## config.mk

```make
export PLATFORM = sky130hd
export DESIGN_NAME = du_loader
export DESIGN_NICKNAME = d
export VERILOG_FILES = /design/src/rtl/du_pkg.sv /design/src/rtl/du_loader.sv
export SDC_FILE = /design/constraint.sdc
export NUM_CORES = 1
export LEC_CHECK = 0
export CORE_AREA = 10 10 127 129
export CTS_BUF_LIST = sky130_fd_sc_hd__clkbuf_8
export CTS_CLUSTER_DIAMETER = 40
export DETAILED_ROUTE_END_ITERATION = 8
export DIE_AREA = 0 0 137 139
export PLACE_DENSITY = 0.78
export SYNTH_ARGS = -nofsm -noshare
export SYNTH_HDL_FRONTEND = slang
export SYNTH_SLANG_ARGS = --single-unit
```

## constraint.sdc

```tcl
create_clock -name clk -period 2.1 [get_ports clk]
set_clock_uncertainty 0.05 [all_clocks]
set_input_delay 0.525 -clock clk [delete_from_list [all_inputs] [get_ports clk]]
set_output_delay 0.525 -clock clk [all_outputs]
set_load 0.02 [all_outputs]
```

## src/rtl/du_pkg.sv

```systemverilog
// Debug-unit shared definitions: loader FSM state encoding and the UART handshake
// codes that the loader sends and du_master recognises.
package du_pkg;

  typedef enum logic [2:0] {
    ST_IDLE   = 3'd0,
    ST_LEN_LO = 3'd1,
    ST_LEN_HI = 3'd2,
    ST_DATA   = 3'd3,
    ST_CHECK  = 3'd4,
    ST_RESP   = 3'd5,
    ST_DONE   = 3'd6
  } du_state_e;

  localparam logic [7:0] DU_ACK = 8'h05;
  localparam logic [7:0] DU_NAK = 8'h15;

endpackage

```

## src/rtl/du_loader.sv

```systemverilog
// UART program loader: receives a length-prefixed, checksummed frame of
// little-endian instruction words, writes them to IMEM and answers ACK/NAK.
module du_loader
  import du_pkg::*;
#(
  parameter int          NB_INSTRUCTION = 32,
  parameter int          NB_UART_DATA   = 8,
  parameter int          NB_IMEM_ADDR   = 10,
  parameter logic [31:0] TIMEOUT_TICKS  = 32'd99_999_999
) (
  input  logic                      clk,
  input  logic                      i_rst_n,
  input  logic                      i_start,
  input  logic                      i_rx_done,
  input  logic [NB_UART_DATA-1:0]   i_rx_data,
  output logic                      o_rd,
  output logic                      o_wr,
  output logic                      o_tx_start,
  output logic [NB_UART_DATA-1:0]   o_wdata,
  output logic                      o_imem_we,
  output logic [NB_IMEM_ADDR-1:0]   o_imem_addr,
  output logic [NB_INSTRUCTION-1:0] o_imem_wdata,
  output logic                      o_done,
  output logic                      o_error
);

  localparam int                NB_WIDX   = NB_IMEM_ADDR + 1;
  localparam logic [16:0]       MAX_WORDS = 17'd1 << NB_IMEM_ADDR;
  localparam logic [NB_WIDX-1:0] WIDX_ONE = 1;

  du_state_e                        state, state_n;
  logic [NB_UART_DATA-1:0]          len_lo, sum;
  logic [15:0]                      len, len_rx;
  logic [NB_WIDX-1:0]               word_idx;
  logic [1:0]                       byte_idx;
  logic [2:0][NB_UART_DATA-1:0]     asm_q;
  logic [31:0]                      tmr;
  logic                             nak, nak_n;
  logic                             rd, wr, adv, timeout, last_word, len_bad;

  assign len_rx    = 16'({i_rx_data, len_lo});
  assign len_bad   = (len_rx == 16'd0) || (17'(len_rx) > MAX_WORDS);
  assign last_word = (17'(word_idx) + 17'd1) == 17'(len);
  assign timeout   = tmr >= TIMEOUT_TICKS;
  // a byte popped while i_start is low is discarded: the FSM is leaving anyway
  assign adv       = rd & i_start;

  always_ff @(posedge clk or negedge i_rst_n) begin
    if (!i_rst_n) begin
      state <= ST_IDLE;
      nak   <= 1'b0;
    end else begin
      state <= state_n;
      nak   <= nak_n;
    end
  end

  always_comb begin
    state_n = state;
    nak_n   = nak;
    rd      = 1'b0;
    wr      = 1'b0;
    case (state)
      ST_IDLE:   if (i_start) state_n = ST_LEN_LO;
      ST_LEN_LO: begin
        rd = i_rx_done;
        if (rd) state_n = ST_LEN_HI;
      end
      ST_LEN_HI: begin
        rd = i_rx_done;
        if (rd) begin
          state_n = len_bad ? ST_RESP : ST_DATA;
          nak_n   = len_bad;
        end else if (timeout) begin
          state_n = ST_RESP;
          nak_n   = 1'b1;
        end
      end
      ST_DATA: begin
        rd = i_rx_done;
        if (rd) begin
          if (byte_idx == 2'd3 && last_word) state_n = ST_CHECK;
        end else if (timeout) begin
          state_n = ST_RESP;
          nak_n   = 1'b1;
        end
      end
      ST_CHECK: begin
        rd = i_rx_done;
        if (rd) begin
          state_n = ST_RESP;
          nak_n   = (i_rx_data != sum);
        end else if (timeout) begin
          state_n = ST_RESP;
          nak_n   = 1'b1;
        end
      end
      ST_RESP: begin
        wr      = 1'b1;
        state_n = nak ? ST_LEN_LO : ST_DONE;
      end
      ST_DONE:   state_n = ST_DONE;
      default:   state_n = ST_IDLE;
    endcase
    if (!i_start) begin
      state_n = ST_IDLE;
      wr      = 1'b0;
    end
  end

  assign o_rd       = rd;
  assign o_wr       = wr;
  assign o_tx_start = wr;
  assign o_wdata    = wr ? NB_UART_DATA'(nak ? DU_NAK : DU_ACK) : '0;
  assign o_error    = wr & nak;
  assign o_done     = (state == ST_DONE);

  always_ff @(posedge clk or negedge i_rst_n) begin
    if (!i_rst_n) begin
      tmr          <= '0;
      len_lo       <= '0;
      len          <= '0;
      sum          <= '0;
      word_idx     <= '0;
      byte_idx     <= '0;
      asm_q        <= '0;
      o_imem_we    <= 1'b0;
      o_imem_addr  <= '0;
      o_imem_wdata <= '0;
    end else begin
      o_imem_we <= 1'b0;
      // idle states keep the counter at zero so LEN_LO is always entered fresh
      if (rd || state == ST_IDLE || state == ST_RESP || state == ST_DONE) tmr <= '0;
      else if (!timeout)                                                  tmr <= tmr + 32'd1;

      if (state == ST_IDLE || (state == ST_RESP && nak)) begin
        sum      <= '0;
        word_idx <= '0;
        byte_idx <= '0;
        asm_q    <= '0;
      end else if (adv) begin
        case (state)
          ST_LEN_LO: len_lo <= i_rx_data;
          ST_LEN_HI: begin
            len      <= len_rx;
            sum      <= '0;
            word_idx <= '0;
            byte_idx <= '0;
          end
          ST_DATA: begin
            sum      <= sum + i_rx_data;
            byte_idx <= byte_idx + 2'd1;
            if (byte_idx == 2'd3) begin
              o_imem_we    <= 1'b1;
              o_imem_addr  <= word_idx[NB_IMEM_ADDR-1:0];
              o_imem_wdata <= NB_INSTRUCTION'({i_rx_data, asm_q});
              word_idx     <= word_idx + WIDX_ONE;
            end else begin
              asm_q[byte_idx] <= i_rx_data;
            end
          end
          default: ;
        endcase
      end
    end
  end

endmodule

```

After elaboration in Yosys (flattened, before gate mapping) --
Cells that the tools add are included.
Operators by class: muxes and demuxes 43, add/subtract/negate cells 5, reductions and logical operators 23, equality and inequality tests 15, $lt $le $gt $ge 4, bitwise gates (word level) 3
Operators by type and width (number):
- $mux 24 | 4
- $mux 32 | 2
- $mux 11 | 3
- $add 32x1->32 const B | 1
- $ge 32x27->1 const B | 1
- $mux 3 | 9
- $bwmux 24 | 1
- $mux 8 | 3
- $pmux 11 s2 | 1
- $pmux 3 s7 | 1
- $demux 8 s2 | 1
- $eq 12x16->1 | 1
- $gt 16x11->1 const B | 1
- $logic_not 16->1 | 1
- $pmux 8 s2 | 1
- $add 11x1->12 const B | 1
- $reduce_and 3->1 | 4
- $add 11x1->11 const B | 1
- $mux 1 | 11
- $mux 5 | 2
- $eq 3x3->1 const B | 3
- $add 8x8->8 | 1
- $ne 8x8->1 | 1
- $eq 3x2->1 const B | 2
- other kinds (22) | 36
Storage, ports and cells: output and inout port bits 56, word-level logic and storage cells 107, input bits 12, register bits after elaboration 148

Longest topological paths before layout --
word-level depth 9, mapped depth 8, depth with buffers taken out 8

Least setup slack after synthesis --
Ideal clock, no wire load.
path type reg-to-output, start register state[1], end output port o_wdata[4], data required time 1.525 ns, arrival 1.700 ns, slack -0.175 ns, cell stages (with the launch flop) 4, buffers on the path 2, cell sequence dfrtp_1 > clkbuf_1 > nor4_1 > buf_4
On the way: word-level cells in the longest chain between the ends 4
RTL lines:
- start, declared | RTL line du_loader.sv:31 | du_state_e state, state_n;
- start signal, assigned | RTL line du_loader.sv:53 | state <= state_n;
- $eq 3x3->1 | RTL line du_loader.sv:63 | case (state)
- $mux 1 | RTL line du_loader.sv:63
- $mux 1 | RTL line du_loader.sv:105 | if (!i_start) begin
- $mux 5 | RTL line du_loader.sv:114 | assign o_wdata = wr ? NB_UART_DATA'(nak ? DU_NAK : DU_ACK) : '0;
- end, declared | RTL line du_loader.sv:19 | output logic [NB_UART_DATA-1:0] o_wdata,
No other way between the ends.

Final worst setup path --
start register word_idx[0], end register state[0]
On the way: word-level cells in the longest chain between the ends 5
RTL lines:
- start, declared | RTL line du_loader.sv:34 | logic [NB_WIDX-1:0] word_idx;
- start signal, assigned | RTL line du_loader.sv:157 | word_idx <= word_idx + WIDX_ONE;
- $add 11x1->12 | RTL line du_loader.sv:43 | assign last_word = (17'(word_idx) + 17'd1) == 17'(len);
- $eq 12x16->1 | RTL line du_loader.sv:43
- $logic_and 1x1->1 | RTL line du_loader.sv:82 | if (byte_idx == 2'd3 && last_word) state_n = ST_CHECK;
- $ne 4x4->1 (no source line)
- $reduce_and 2->1 (no source line)
No other way between the ends. A chain may end at the register's enable or synchronous reset.

==> flow_metrics.tcl <==
set metrics [dict create \
    crit_chain "buf_6 -> ha_4 -> and3_4 -> buf_4 -> o2111ai_1 -> mux2i_1 -> o221ai_2 -> nor4_4 -> buf_4 -> o211ai_1" \
    dieWidth_um 137 \
    reg2reg_depth 10 \
    fin_nets 957 \
    antenna_cells 0 \
    rsz0062_at_grt "true" \
    critPathKind "flip-flop to flip-flop" \
    cp.required_ns 2.35 \
    wl_per_cell_um 17.9 \
    pwr-share-comb 0.303 \
    whs_endpoint "o_imem_wdata[19]$_DFFE_PN0P_" \
    synth_cell_types 66 \
    r2r-end "state[0]$_DFFE_PN0P_" \
    synth_top_cell_area_share 0.511 \
    grt_pass1_wl_mm 32.4 \
    critPathMostFrequentCell "buf_4" \
    hold_violations 0 \
    p_leak_nw 4.44 \
    clock_latency_ns 0.45 \
    p_int_mw 5.45 \
    ys_seq_elements 148 \
    hold_path.startpoint "asm_q[19]$_DFFE_PN0P_" \
    dp_hpwl_mm 13.4 \
    yosys.area_share.simple 0.226 \
    htree_levels 4 \
    clkSinkCount 148 \
    period_share 1.08 \
    peakVddDrop_mv 0.704 \
    synth-adder-area-share 0.0252 \
    syn_avg_cell_area_um2 9.43 \
    critPathMaxFanout 3 \
    final_core_util 0.708 \
    fill_cells 988 \
    start_util 0.531 \
    cpPeakStageDelay_ns 0.38 \
    synthTopCellsByArea "dfrtp_1 (51%), nand2_1 (11%), mux2_2 (3.7%)" \
    routed_via_density 5.76 \
    hp-class "flip-flop to flip-flop" \
    routed_wl_mm 20.1 \
    sw_frac_of_total 0.335 \
    postSynth.asyncResetShare 1.00 \
    slew_violations 0 \
    layout_commonest_cell "nand2_1" \
    arrival_ns 2.52 \
    violations "setup timing" \
    grt_max_degree 44 \
    p_clk_frac 0.276 \
    status "finished with violations" \
    syn_area_um2 7250 \
    crit_path_end_kind "flip-flop" \
    synthCells 769 \
    synth_edf_count 0 \
    drc 0 \
    holdWs_ns 0.425 \
    clk_pin_slew_ns 0.09 \
    grt_antenna_before_repair 0 \
    grt_pass1_vias 6551 \
    place.gp.congestion 0.901 \
    worstSetupStartpointType "flip-flop" \
    drt_iter0_drc 384 \
    cts_buffer_depth 2 \
    setup_viol 5 \
    max_freq_ghz 0.442 \
    p_seq_frac 0.421 \
    yosys_warnings 0 \
    maxCapViolCount 0 \
    ff2ff_setup_slack_ns -0.16 \
    rows 43 \
    ys.flop_type "dfrtp_1" \
    die-area_um2 19000 \
    p_per_area_nw_per_um2 848 \
    synth_xor_area_frac 0.0459 \
    muxShareOfSynthArea 0.0402 \
    portBuffers 62 \
    numCtsBuffers 17 \
    synth_top_family_by_area "simple AND/OR/NAND/NOR gates" \
    ios 68 \
    worst_path_max_delay_cell "dfrtp_1" \
    drive_above_1_share 0.271 \
    core_um2 13700 \
    antenna_left 0 \
    vias 6465 \
    die_h_um 139 \
    final_cell_mix "nand2_1 (204), dfrtp_1 (145), buf_4 (113)" \
    layout_setup_ws_ns -0.163 \
    synth_largest_area_cell "dfrtp_1" \
    cts_tree "yes" \
    grt-ovfl-total 0 \
    r2r_start "word_idx[0]$_DFFE_PN0P_" \
    yosysSeqAreaShare 0.511 \
    p_sw_mw 2.75 \
    period_minus_slack_ns 2.26 \
    syn2layout_area_growth_pct 33.3 \
    hold_path_depth 2 \
    dp_slack_ns -0.663 \
    synth_compound_area_frac 0.114 \
    dr.pass1.iters 6 \
    grtUsageTotal 0.207 \
    cts_root_buffer "clkbuf_8" \
]
worst max-delay path: cells and delay by family, from the launching register on:
kind                     cells  cell delay (ns)
flip-flops                   1             0.38
AO/OA/AOI/OAI                3             0.39
adder cells (fa/ha/maj)      1             0.13
AND/OR/NAND/NOR              2             0.53
buffers and inverters        3             0.43
multiplexers                 1             0.21
cell families after synthesis:
group | after synthesis
simple gates | 349
flops | 148
xor+xnor | 38
fa+ha+maj | 14
compound gates | 132
buf+inv | 61
mux | 26
other cells | 1
layout make-up:
cell class / instances / area [µm²] / share of cell area
clock buffers: 17 / 234 / 0.0242
clock inverters: 14 / 161 / 0.0167
inverters: 12 / 47.5 / 0.00492
multi-input cells: 565 / 3620 / 0.375
flip-flops and latches: 148 / 3710 / 0.383
well taps: 180 / 225 / 0.0233
repair buffers: 187 / 1670 / 0.173
stage by stage:
| step | cells | power (mW) | setup TNS, ns | area [µm²] |
|---|---|---|---|---|
| 2_1_floorplan | 773 | 4.65 | 0 | 7280 |
| 3_3_place_gp | 1072 | 5.43 | -34.69 | 8790 |
| 3_5_place_dp | 1072 | 5.53 | -39.33 | 8790 |
| 4_1_cts | 1114 | 7.90 | -0.239 | 9360 |
| 5_1_grt | 1123 | 8.56 | -1.21 | 9670 |
| 6_report | 1123 | 8.20 | -0.497 | 9670 |
timing repair:
action / in CTS / in global routing
hold buffers: 1 / 0
setup endpoints to repair: 22 / 67
pin swaps: 6 / 21
endpoints found under the hold margin: 28 / 0
buffers inserted: 10 / 9
gates resized for setup: 71 / 61
gates cloned: 0 / 1
how the worst max path moves through the flow:
| stage | from | endpoint | depth (start not counted) |
|---|---|---|---|
| after floorplan | i_rx_data[0] | sum[6]$_DFFE_PN0P_ | 8 |
| after global placement | i_rx_data[1] | sum[7]$_DFFE_PN0P_ | 8 |
| after detailed placement | i_rx_data[1] | sum[7]$_DFFE_PN0P_ | 8 |
| after CTS | state[0]$_DFFE_PN0P_ | o_rd | 3 |
| after global routing | word_idx[0]$_DFFE_PN0P_ | state[1]$_DFFE_PN0P_ | 10 |
| final | word_idx[0]$_DFFE_PN0P_ | state[0]$_DFFE_PN0P_ | 10 |
power by group through the flow:
stage                     Clock [mW]  Combinational (mW)  Sequential (mW)
after floorplan                    0                1.25             3.40
after global placement             0                1.98             3.45
after detailed placement           0                2.06             3.47
after CTS                       2.28                2.20             3.42
after global routing            2.42                2.67             3.48
final                           2.26                2.49             3.45
Yosys cell counts, types with 13 or more instances:
master,number
nand3_1,17
nor2_1,35
xnor2_1,13
o21ai_0,53
ha_1,13
dfrtp_1,148
clkbuf_1,31
nand4_1,17
a21oi_1,22
xor2_1,25
and3_1,13
mux2_2,24
nand2_1,206
metal layers:
metal  track usage  vias to the layer above  share of wire
met1         0.262                     3217           0.42
met2         0.341                      260           0.50
met5             0                        -              0
met4        0.0699                        0          0.019
met3        0.0471                       37          0.063
li1              -                     2951              -
registers in the layout (all words and copies together), names as in the netlist, 3 cells and up:
register	count
tmr	32
o_imem_addr	10
len	16
asm_q	24
len_lo	8
word_idx	11
o_imem_wdata	32
state	3
sum	8
No activity file was read; power rests on OpenSTA's default activity.
